## src/rtl/mux8_ser_seq.sv

```systemverilog
// Byte-to-serial sequencer driving the select and enable of a downstream 8:1 mux.
// Loads a byte over valid/ready, then steps s from 0 to 7 (MSB first), DIV clocks per bit.
module mux8_ser_seq #(
    parameter int DIV  = 1,
    parameter int DIVW = 8
) (
    input  logic       clk,
    input  logic       rst,
    input  logic [7:0] din,
    input  logic       din_valid,
    output logic       din_ready,
    input  logic       hold,
    output logic [7:0] a,
    output logic [2:0] s,
    output logic       en,
    output logic       bit_stb,
    output logic       last,
    output logic       busy
);

    typedef enum logic {
        IDLE  = 1'b0,
        SHIFT = 1'b1
    } state_t;

    localparam logic [DIVW-1:0] DIV_LAST = DIVW'(DIV - 1);

    state_t          state_reg, state_next;
    logic [7:0]      a_reg, a_next;
    logic [2:0]      s_reg, s_next;
    logic            en_reg, en_next;
    logic [DIVW-1:0] div_cnt_reg, div_cnt_next;

    logic bit_final;
    logic accept;

    // The bit-final cycle is the only point where the sequence advances s or ends.
    assign bit_final = (state_reg == SHIFT) && !hold && (div_cnt_reg == DIV_LAST);
    assign din_ready = (state_reg == IDLE) || (bit_final && (s_reg == 3'd7));
    assign accept    = din_valid && din_ready;

    always_ff @(posedge clk or posedge rst) begin
        if (rst) begin
            state_reg   <= IDLE;
            a_reg       <= 8'h00;
            s_reg       <= 3'd0;
            en_reg      <= 1'b0;
            div_cnt_reg <= '0;
        end else begin
            state_reg   <= state_next;
            a_reg       <= a_next;
            s_reg       <= s_next;
            en_reg      <= en_next;
            div_cnt_reg <= div_cnt_next;
        end
    end

    always_comb begin
        state_next   = state_reg;
        a_next       = a_reg;
        s_next       = s_reg;
        en_next      = en_reg;
        div_cnt_next = div_cnt_reg;

        if (accept) begin
            // Covers both a fresh start from IDLE and a gapless reload at s==7.
            state_next   = SHIFT;
            a_next       = din;
            s_next       = 3'd0;
            en_next      = 1'b1;
            div_cnt_next = '0;
        end else if ((state_reg == SHIFT) && !hold) begin
            if (bit_final) begin
                div_cnt_next = '0;
                if (s_reg != 3'd7) begin
                    s_next = s_reg + 3'd1;
                end else begin
                    state_next = IDLE;
                    en_next    = 1'b0;
                    s_next     = 3'd0;
                end
            end else begin
                div_cnt_next = div_cnt_reg + DIVW'(1);
            end
        end
    end

    assign a       = a_reg;
    assign s       = s_reg;
    assign en      = en_reg;
    assign busy    = en_reg;
    assign bit_stb = bit_final;
    assign last    = en_reg && (s_reg == 3'd7);

endmodule

```

## config.mk

```make
export PLATFORM = sky130hd
export DESIGN_NAME = mux8_ser_seq
export DESIGN_NICKNAME = d
export VERILOG_FILES = /design/src/rtl/mux8_ser_seq.sv
export SDC_FILE = /design/constraint.sdc
export NUM_CORES = 1
export LEC_CHECK = 0
export BUFFER_PORTS_ARGS = -buffer_cell sky130_fd_sc_hd__buf_2
export CAP_MARGIN = 20
export CORE_MARGIN = 3
export CORE_UTILIZATION = 45
export CTS_BUF_LIST = sky130_fd_sc_hd__clkbuf_8 sky130_fd_sc_hd__clkbuf_16
export CTS_CLUSTER_DIAMETER = 50
export DETAILED_ROUTE_END_ITERATION = 10
export PLACE_DENSITY = 0.78
export SYNTH_ARGS = -nofsm -noshare
export SYNTH_HDL_FRONTEND = slang
export SYNTH_SLANG_ARGS = --single-unit
```

## constraint.sdc

```tcl
create_clock -name clk -period 1.9 [get_ports clk]
set_input_delay 0.095 -clock clk [delete_from_list [all_inputs] [get_ports clk]]
set_output_delay 0.095 -clock clk [all_outputs]
set_load 0.02 [all_outputs]
```

==> results.py, run 1 <==
metrics = {
    "layout": {
        "final_cell_mix": "26 x buf_2, 20 x dfrtp_1, 9 x nand2_1",
        "n_antenna_cell": 0,
        "fin_cells": 152,
        "final_common_cell": "buf_2",
        "syn2layout_area_growth_pct": 28.03,
        "drive_gt1_share_pct": 41.60,
        "fin_nets": 142,
    },
    "worst_setup_path": {
        "critical_path_class": "reg2reg",
        "regToRegSetupSlack_ns": 0.11,
        "cp.arrival_ns": 1.93,
        "critPathTopFamily": "simple AND/OR/NAND/NOR gates",
        "r2r_start": "div_cnt_reg[1]",
        "cp_data_required_time_ns": 2.04,
        "reg2reg_depth": 7,
        "slowest_stage": "dfrtp_1",
        "rr_endpoint": "a[4]",
        "start_kind": "register",
        "cp_max_fo": 12,
        "worstPathCellList": "inv_1 > ha_1 > nor4b_4 > nand4b_2 > a21boi_2 > buf_12 > mux2_2",
        "path_buf_inv": 2,
        "critPathMaxStageDelay_ns": 0.37,
        "worstSetupEndpointType": "register",
    },
    "pwr": {
        "leakage_nw": 0.6674,
        "p_per_area_mw_per_mm2": 1190,
        "p_total_mw": 1.557,
        "ir_drop_v": 0.0006788,
    },
    "floorplan": {
        "die_height_um": 53.66,
        "coreArea_mm2": 0.002062,
        "ios": 28,
        "std_cell_rows": 16,
        "die_w_um": 53.66,
        "die_area_mm2": 0.002879,
        "initial_core_util_pct": 49.58,
    },
    "route": {
        "ant_nets": 0,
        "drtIter0Drc": 11,
        "wl_per_cell_um": 13.89,
        "vias": 796,
        "drc_errors": 0,
        "dr.pass1.iters": 4,
        "wirelength_mm": 2.111,
        "vias_per_cell": 5.237,
    },
    "clocking": {
        "clk_path_buf_depth": 2,
        "cts_tree": "built",
        "insertion_delay_ns": 0.25,
        "cts_buffers": 3,
        "cts.sinks": 20,
        "clockRootBuffer": "clkbuf_8",
        "clkTransAtPathRegs_ns": 0.07,
        "cts_max_level": 1,
    },
    "logic_synthesis": {
        "synthCells": 88,
        "syn_nets": 104,
        "synth_warnings": 0,
        "synth-seq-cells": 20,
        "synth-compound-area-share_pct": 10.04,
        "synth_simple_gate_area_share_pct": 18.24,
        "syn_avg_cell_area_um2": 11.62,
        "synthXorXnorAreaFrac_pct": 2.570,
        "yosys.area_share.adder_pct": 4.896,
        "yosysUniqueCellTypes": 29,
        "synth_top_family_by_area": "simple AND/OR/NAND/NOR gates",
        "muxShareOfSynthArea_pct": 12.00,
        "synth-seq-area-share_pct": 48.96,
        "syn_area_mm2": 0.001022,
    },
    "placed_design": {
        "gp_congestion": 0.7693,
        "dp_cells": 146,
        "dp_hpwl_mm": 1.632,
        "port-buffer-count": 27,
    },
    "min_path": {
        "hp-class": "in2reg",
        "hold_end": "busy",
        "hp-start": "din_valid",
        "holdPathStages": 2,
    },
    "grt": {
        "gr-total-overflow": 0,
        "grt_usage_pct": 17.53,
        "antenna_found_initial": 0,
        "grt_pass1_wl_mm": 3.698,
        "grt_pass1_vias": 840,
        "grt_max_degree": 21,
    },
    "sta": {
        "slew_headroom_pct": 50.24,
        "fmax_ghz": 0.5578,
        "slew_violations": 0,
        "finalCritPeriodShare_pct": 94.35,
        "worst_pin_slew_ns": 0.7456,
        "hold_viol": 0,
        "setup_viol": 0,
        "fin_skew_ns": 0.004760,
        "finalCriticalPeriod_ns": 1.793,
    },
    "run_status": {
        "status": "finished clean",
    },
    "flow_run": {
        "cap_violations": 0,
    },
}
## cells in the mapped netlist
| cell | n | area [um2] |
|---|---|---|
| a211oi_1 | 2 | 15.01 |
| a21boi_2 | 1 | 11.26 |
| a21oi_1 | 6 | 30.03 |
| a311oi_1 | 1 | 8.760 |
| a31oi_1 | 3 | 18.77 |
| a41oi_1 | 1 | 8.760 |
| and2_1 | 1 | 6.260 |
| and3_2 | 1 | 7.510 |
| buf_4 | 1 | 7.510 |
| buf_6 | 1 | 11.26 |
| dfrtp_1 | 20 | 500.5 |
| ha_1 | 4 | 50.05 |
| inv_1 | 4 | 15.01 |
| mux2_2 | 2 | 22.52 |
| mux2_4 | 6 | 90.09 |
| mux2i_1 | 1 | 10.01 |
| nand2_1 | 9 | 33.78 |
| nand2b_1 | 3 | 18.77 |
| nand3_1 | 3 | 15.01 |
| nand3_2 | 1 | 10.01 |
| nand4b_2 | 1 | 15.01 |
| nor2_1 | 5 | 18.77 |
| nor2b_1 | 2 | 12.51 |
| nor3_2 | 1 | 10.01 |
| nor4b_4 | 1 | 23.77 |
| o21ai_0 | 2 | 10.01 |
| or3_1 | 1 | 6.260 |
| or3b_1 | 1 | 8.760 |
| xnor2_1 | 3 | 26.28 |
## layer usage
metal,up-vias,global-route usage [%],part of all wire [%]
met5,-,0,0
met4,0,5.106,0.38
met3,2,3.324,4.1
met2,22,30.04,51
met1,389,22.24,44
li1,383,-,-
## repair_timing
action | CTS | global route
setup buffers | 0 | 1
endpoints found under the hold margin | 20 | 0
gates resized for setup | 0 | 2
endpoints found under the setup margin | 0 | 3
hold buffers | 1 | 0
## where the power goes
group,total [mW],leakage (nW),switching [mW],internal (mW)
Clock,0.317,0.0288,0.133,0.184
Sequential,0.623,0.250,0.0929,0.530
Combinational,0.617,0.389,0.329,0.288
Total,1.56,0.667,0.555,1.00
## cells by family (layout without fill, tap and decap cells)
family / Yosys count / after routing
mux: 9 / 9
buf+inv: 6 / 43
xor+xnor: 3 / 3
compound gates: 16 / 16
fa+ha+maj: 4 / 4
simple gates: 30 / 30
flops: 20 / 20
## layout make-up
type / count / area [um2]
Clock buffer: 4 / 55.05
Fill cell: 149 / 753.2
Inverter: 4 / 15.01
Multi-Input combinational cell: 62 / 488.0
Sequential cell: 20 / 500.5
Tap cell: 27 / 33.78
Timing Repair Buffer: 35 / 216.5
## how the worst max path moves through the flow
stage,slack [ns],cells after the start,end,start
finish,0.11,7,a[4],div_cnt_reg[1]
global route,-0.003,8,bit_stb,div_cnt_reg[0]
CTS,0.03,8,bit_stb,div_cnt_reg[1]
detailed placement,0.05,7,a[4],div_cnt_reg[1]
global placement,0.15,7,a[3],div_cnt_reg[1]
floorplan,0.12,7,a[0],div_cnt_reg[0]
## worst reg2reg max path: stages (launching register included)
cell and delay [ns]:
dfrtp_1 0.37, inv_1 0.07, ha_1 0.15, nor4b_4 0.23, nand4b_2 0.16, a21boi_2 0.19, buf_12 0.16, mux2_2 0.34
## through the flow
step / TNS (ns) / setup WS (ns) / util, % / cell area (um2) / hold WS, ns
2_1_floorplan: 0 / 0.1158 / - / 1022 / 0.05883
3_3_place_gp: 0 / 0.1474 / 59.65 / 1230 / 0.2450
3_5_place_dp: 0 / 0.05167 / 59.65 / 1230 / 0.2652
4_1_cts: 0 / 0.03202 / 62.80 / 1295 / 0.06503
5_1_grt: -0.003435 / -0.003435 / 63.47 / 1309 / 0.06262
6_report: 0 / 0.1074 / 63.47 / 1309 / 0.06515
Note: power is estimated with default switching activity, not from simulation.
==> run 2, diff against run 1 <==
--- a/config.mk
+++ b/config.mk
@@ -12,6 +12,7 @@
 export CTS_BUF_LIST = sky130_fd_sc_hd__clkbuf_8 sky130_fd_sc_hd__clkbuf_16
 export CTS_CLUSTER_DIAMETER = 50
 export DETAILED_ROUTE_END_ITERATION = 10
+export MAX_ROUTING_LAYER = met4
 export PLACE_DENSITY = 0.78
 export SYNTH_ARGS = -nofsm -noshare
 export SYNTH_HDL_FRONTEND = slang
==> run 2 against run 1 <==
Clock power barely moved. Sequential power is essentially flat. Critical path depth stayed put. Final area unchanged. Via count unchanged. Hold slack hardly changed. Critical path type unchanged. Critical endpoint unchanged.
==> results.py, run 2 (synthesized netlist as in run 1, its figures left out) <==
metrics = {
    "worst_setup_path": {
        "cp_data_required_time_ns": 2.04,
        "rr_endpoint": "a[4]",
        "cp.arrival_ns": 1.93,
        "regToRegSetupSlack_ns": 0.11,
        "path_buf_inv": 2,
        "reg2reg_depth": 7,
        "critPathMaxStageDelay_ns": 0.37,
        "cp_max_fo": 12,
        "worstPathCellList": "inv_1 > ha_1 > nor4b_4 > nand4b_2 > a21boi_2 > buf_12 > mux2_2",
        "r2r_start": "div_cnt_reg[1]",
        "critPathTopFamily": "simple AND/OR/NAND/NOR gates",
        "start_kind": "register",
        "critical_path_class": "reg2reg",
        "worstSetupEndpointType": "register",
        "path_depth": 7,
        "slowest_stage": "dfrtp_1",
    },
    "sta": {
        "setup_viol": 0,
        "worst_slack_ns": 0.1072,
        "tns_ns": 0,
        "slew_headroom_pct": 50.25,
        "fin_skew_ns": 0.004757,
        "fmax_ghz": 0.5578,
        "worst_pin_slew_ns": 0.7455,
        "whs_ns": 0.06511,
        "finalCritPeriodShare_pct": 94.36,
        "hold_viol": 0,
        "finalCriticalPeriod_ns": 1.793,
        "slew_violations": 0,
    },
    "placed_design": {
        "port-buffer-count": 27,
        "pre_cts_ws_ns": 0.05167,
        "gp_congestion": 0.7796,
        "dp_hpwl_mm": 1.632,
        "placed_cell_area_mm2": 0.001230,
    },
    "grt": {
        "grt_pass1_wl_mm": 3.705,
        "grt_usage_pct": 18.04,
        "gr-total-overflow": 0,
        "grt_pass1_vias": 839,
        "antenna_found_initial": 0,
        "grt_max_degree": 21,
    },
    "floorplan": {
        "die_area_mm2": 0.002879,
        "die_w_um": 53.66,
        "die_height_um": 53.66,
        "ios": 28,
        "std_cell_rows": 16,
        "coreArea_mm2": 0.002062,
        "initial_core_util_pct": 49.58,
    },
    "route": {
        "dr.pass1.iters": 4,
        "drc_errors": 0,
        "drtIter0Drc": 11,
        "wl_per_cell_um": 13.88,
        "vias_per_cell": 5.237,
        "vias": 796,
        "wirelength_mm": 2.110,
        "ant_nets": 0,
    },
    "layout": {
        "finalInstanceArea_mm2": 0.001309,
        "final_cell_mix": "26 x buf_2, 20 x dfrtp_1, 9 x nand2_1",
        "syn2layout_area_growth_pct": 28.03,
        "drive_gt1_share_pct": 41.60,
        "final_common_cell": "buf_2",
        "fin_nets": 142,
        "n_antenna_cell": 0,
        "fillers": 149,
    },
    "clocking": {
        "clk_path_buf_depth": 2,
        "cts_buffers": 3,
        "clkTransAtPathRegs_ns": 0.07,
        "clockRootBuffer": "clkbuf_8",
        "cts_max_level": 1,
        "insertion_delay_ns": 0.25,
        "cts.sinks": 20,
        "cts_tree": "built",
    },
    "min_path": {
        "hp-class": "in2reg",
        "holdPathStages": 2,
        "hold_end": "busy",
        "hp-start": "din_valid",
    },
    "pwr": {
        "ir_drop_v": 0.0006788,
        "leakage_nw": 0.6674,
        "p_per_area_mw_per_mm2": 1190,
    },
    "run_status": {
        "status": "finished clean",
    },
    "flow_run": {
        "cap_violations": 0,
    },
}
run 2: cell counts in the layout (fill, tap and decap cells not counted):
Identical to the previous run, type by type.
run 2: final cells by class:
cell class,count,area (um2),share of cell area (%)
tap,27,33.78,2.581
sequential,20,500.5,38.24
clock buffer,4,55.05,4.206
inverter,4,15.01,1.147
multi-input combinational,62,488.0,37.28
timing repair buffer,35,216.5,16.54
run 2: how the worst max path moves through the flow:
stage | slack (ns) | from | end
2_1_floorplan | 0.12 | div_cnt_reg[0] | a[0]
3_3_place_gp | 0.15 | div_cnt_reg[1] | a[3]
3_5_place_dp | 0.05 | div_cnt_reg[1] | a[4]
4_1_cts | 0.03 | div_cnt_reg[1] | bit_stb
5_1_grt | -0.003 | div_cnt_reg[0] | bit_stb
6_report | 0.11 | div_cnt_reg[1] | a[4]
run 2: through the flow:
stage / utilization (%) / power, mW / std cells
finish: 63.47 / 1.557 / 152
global route: 63.47 / 1.666 / 152
CTS: 62.80 / 1.547 / 151
detailed placement: 59.65 / 1.221 / 146
global placement: 59.65 / 1.189 / 146
floorplan: - / 1.002 / 88
run 2: per-layer routing:
metal  wire length (um)  vias up  global-route usage, %  share of wire, %
met5                  0        -                      -                 0
li1                   -      383                      -                 -
met3                 84        2                  3.324               4.0
met1                936      389                  22.24                44
met4                  9        0                  5.106              0.43
met2               1080       22                  30.04                51
run 2: power breakdown:
| part | internal, mW | total (mW) | switching, mW |
|---|---|---|---|
| Combinational | 0.288 | 0.617 | 0.329 |
| Sequential | 0.530 | 0.623 | 0.0929 |
| Clock | 0.184 | 0.317 | 0.133 |
run 2: what timing repair did:
item                                    CTS  global route
endpoints found under the setup margin    0             3
gates resized for setup                   0             2
hold endpoints to repair                 20             0
hold buffers                              1             0
buffers inserted                          0             1
==> run 3, diff against run 2 <==
--- a/config.mk
+++ b/config.mk
@@ -7,6 +7,7 @@
 export LEC_CHECK = 0
 export BUFFER_PORTS_ARGS = -buffer_cell sky130_fd_sc_hd__buf_2
 export CAP_MARGIN = 20
+export CORE_ASPECT_RATIO = 0.75
 export CORE_MARGIN = 3
 export CORE_UTILIZATION = 45
 export CTS_BUF_LIST = sky130_fd_sc_hd__clkbuf_8 sky130_fd_sc_hd__clkbuf_16
==> run 3 against run 2 <==
Clock power decreased by 13%. Fmax fell by 0.57%. Global-route usage increased by 0.24 points. First-iteration DRC count decreased by 9.1%. Register-to-register slack about the same. Sequential share of layout area shrank 0.36 points. Total power down 0.12%. Final area is 0.96% higher.
==> results.py, run 3 (synthesized netlist as in run 1, its figures left out) <==
metrics = {
    "run_status": {
        "status": "finished clean",
    },
    "clocking": {
        "clk_path_buf_depth": 2,
        "cts_tree": "built",
        "cts.sinks": 20,
        "clockRootBuffer": "clkbuf_8",
        "clkTransAtPathRegs_ns": 0.07,
        "cts_buffers": 3,
        "cts_max_level": 1,
        "insertion_delay_ns": 0.26,
    },
    "sta": {
        "slew_violations": 0,
        "finalCriticalPeriod_ns": 1.803,
        "finalCritPeriodShare_pct": 94.90,
        "fin_skew_ns": 0.005691,
        "worst_slack_ns": 0.09686,
        "hold_viol": 0,
        "fmax_ghz": 0.5546,
        "worst_pin_slew_ns": 0.7597,
        "slew_headroom_pct": 49.30,
        "setup_viol": 0,
        "tns_ns": 0,
    },
    "layout": {
        "fin_nets": 145,
        "n_antenna_cell": 0,
        "final_cell_mix": "26 x buf_2, 20 x dfrtp_1, 9 x nand2_1, 9 x buf_4",
        "finalInstanceArea_mm2": 0.001321,
        "final_common_cell": "buf_2",
        "drive_gt1_share_pct": 43.31,
        "syn2layout_area_growth_pct": 29.25,
    },
    "pwr": {
        "p_int_uw": 986.6,
        "p_total_mw": 1.555,
        "sw_frac_of_total_pct": 36.57,
        "pwr-share-comb_pct": 42.1,
        "ir_drop_v": 0.0005795,
        "clkPwrFrac_pct": 17.8,
        "leakage_nw": 0.6740,
        "p_sw_uw": 568.9,
        "p_per_area_mw_per_mm2": 1177,
        "seqPwrFrac_pct": 40.2,
    },
    "worst_setup_path": {
        "cp.arrival_ns": 1.95,
        "worstPathCellList": "inv_2 > ha_1 > nor4b_4 > nand4b_2 > a21boi_2 > buf_12 > mux2_2",
        "slowest_stage": "dfrtp_1",
        "path_buf_inv": 2,
        "critPathMaxStageDelay_ns": 0.40,
        "start_kind": "register",
        "critPathTopFamily": "flip-flops",
        "cp_max_fo": 12,
        "cp_data_required_time_ns": 2.04,
        "worstSetupEndpointType": "register",
        "critical_path_class": "reg2reg",
    },
    "placed_design": {
        "gp_congestion": 0.8649,
        "dp_hpwl_mm": 1.594,
        "placed_cell_area_mm2": 0.001226,
        "pre_cts_ws_ns": 0.06682,
        "port-buffer-count": 27,
    },
    "route": {
        "vias": 791,
        "wl_per_cell_um": 14.44,
        "drtIter0Drc": 10,
        "drc_errors": 0,
        "ant_nets": 0,
        "wirelength_mm": 2.180,
        "dr.pass1.iters": 4,
        "vias_per_cell": 5.238,
    },
    "floorplan": {
        "die_height_um": 47.28,
        "ios": 28,
        "coreArea_mm2": 0.002085,
        "initial_core_util_pct": 49.04,
        "std_cell_rows": 14,
        "die_w_um": 61.04,
        "die_area_mm2": 0.002885,
    },
    "grt": {
        "grt_usage_pct": 18.28,
        "antenna_found_initial": 0,
        "gr-total-overflow": 0,
        "grt_pass1_vias": 792,
        "grt_max_degree": 21,
        "grt_pass1_wl_mm": 3.677,
    },
    "min_path": {
        "hp-class": "in2reg",
    },
    "flow_run": {
        "cap_violations": 0,
    },
}
==> run 3: changes by cell type in the layout (fill, tap and decap cells not counted) <==
cell and change:
buf_4 +3, clkbuf_8 -1, inv_1 -1, inv_2 +1
nand3_2 -1, nand3_4 +1
==> run 3: cell type report <==
cell class	instances	area, um2
clock buffers	3	41.29
repair buffers	38	239.0
inverters	4	15.01
multi-input cells	62	495.5
fillers	154	763.2
well taps	24	30.03
flip-flops and latches	20	500.5
==> run 3: repair_timing <==
action | CTS | global route
hold buffers | 1 | 0
resized for setup | 0 | 4
buffers inserted | 0 | 4
endpoints found under the hold margin | 20 | 0
endpoints found under the setup margin | 0 | 10
==> run 3: final timing paths <==
path	depth (start not counted)	slack, ns	start	end
setup / recovery	7	0.1	div_cnt_reg[1]	a[3]
hold / removal	2	0.06	din_valid	busy
setup reg to reg	7	0.1	div_cnt_reg[1]	a[3]
hold reg to reg	1	0.51	a[4]	a[4]
max in group asynchronous	3	0.90	rst	s[2]
min in group asynchronous	3	0.52	rst	div_cnt_reg[7]
==> run 3: power by group through the flow <==
stage | Combinational, mW | Clock, mW | Sequential [mW]
2_1_floorplan | 0.308 | 0 | 0.694
3_3_place_gp | 0.567 | 0 | 0.626
5_1_grt | 0.721 | 0.305 | 0.641
6_report | 0.655 | 0.276 | 0.625
3_5_place_dp | 0.586 | 0 | 0.635
4_1_cts | 0.591 | 0.285 | 0.626
==> run 3: worst register-to-register path, delay by kind of cell, from the launching register on <==
kind            cells  cell delay (ns)
compound gates      1             0.20
fa+ha+maj           1             0.13
buf+inv             2             0.22
flops               1             0.40
mux                 1             0.34
simple gates        2             0.39
==> run 3: through the flow <==
| step | util, % | cells | hold WS, ns |
|---|---|---|---|
| 5_1_grt | 63.39 | 151 | 0.05953 |
| 4_1_cts | 61.28 | 147 | 0.05682 |
| 6_report | 63.39 | 151 | 0.06000 |
| 3_3_place_gp | 58.82 | 143 | 0.2436 |
| 3_5_place_dp | 58.82 | 143 | 0.2688 |
| 2_1_floorplan | - | 88 | 0.05883 |
==> run 3: layer usage <==
layer / track usage [%] / vias up / part of all wire [%]
li1: - / 391 / -
met5: - / - / 0
met4: 5.195 / 0 / 0.87
met3: 5.769 / 2 / 5.1
met1: 23.23 / 376 / 47
met2: 28.06 / 22 / 47
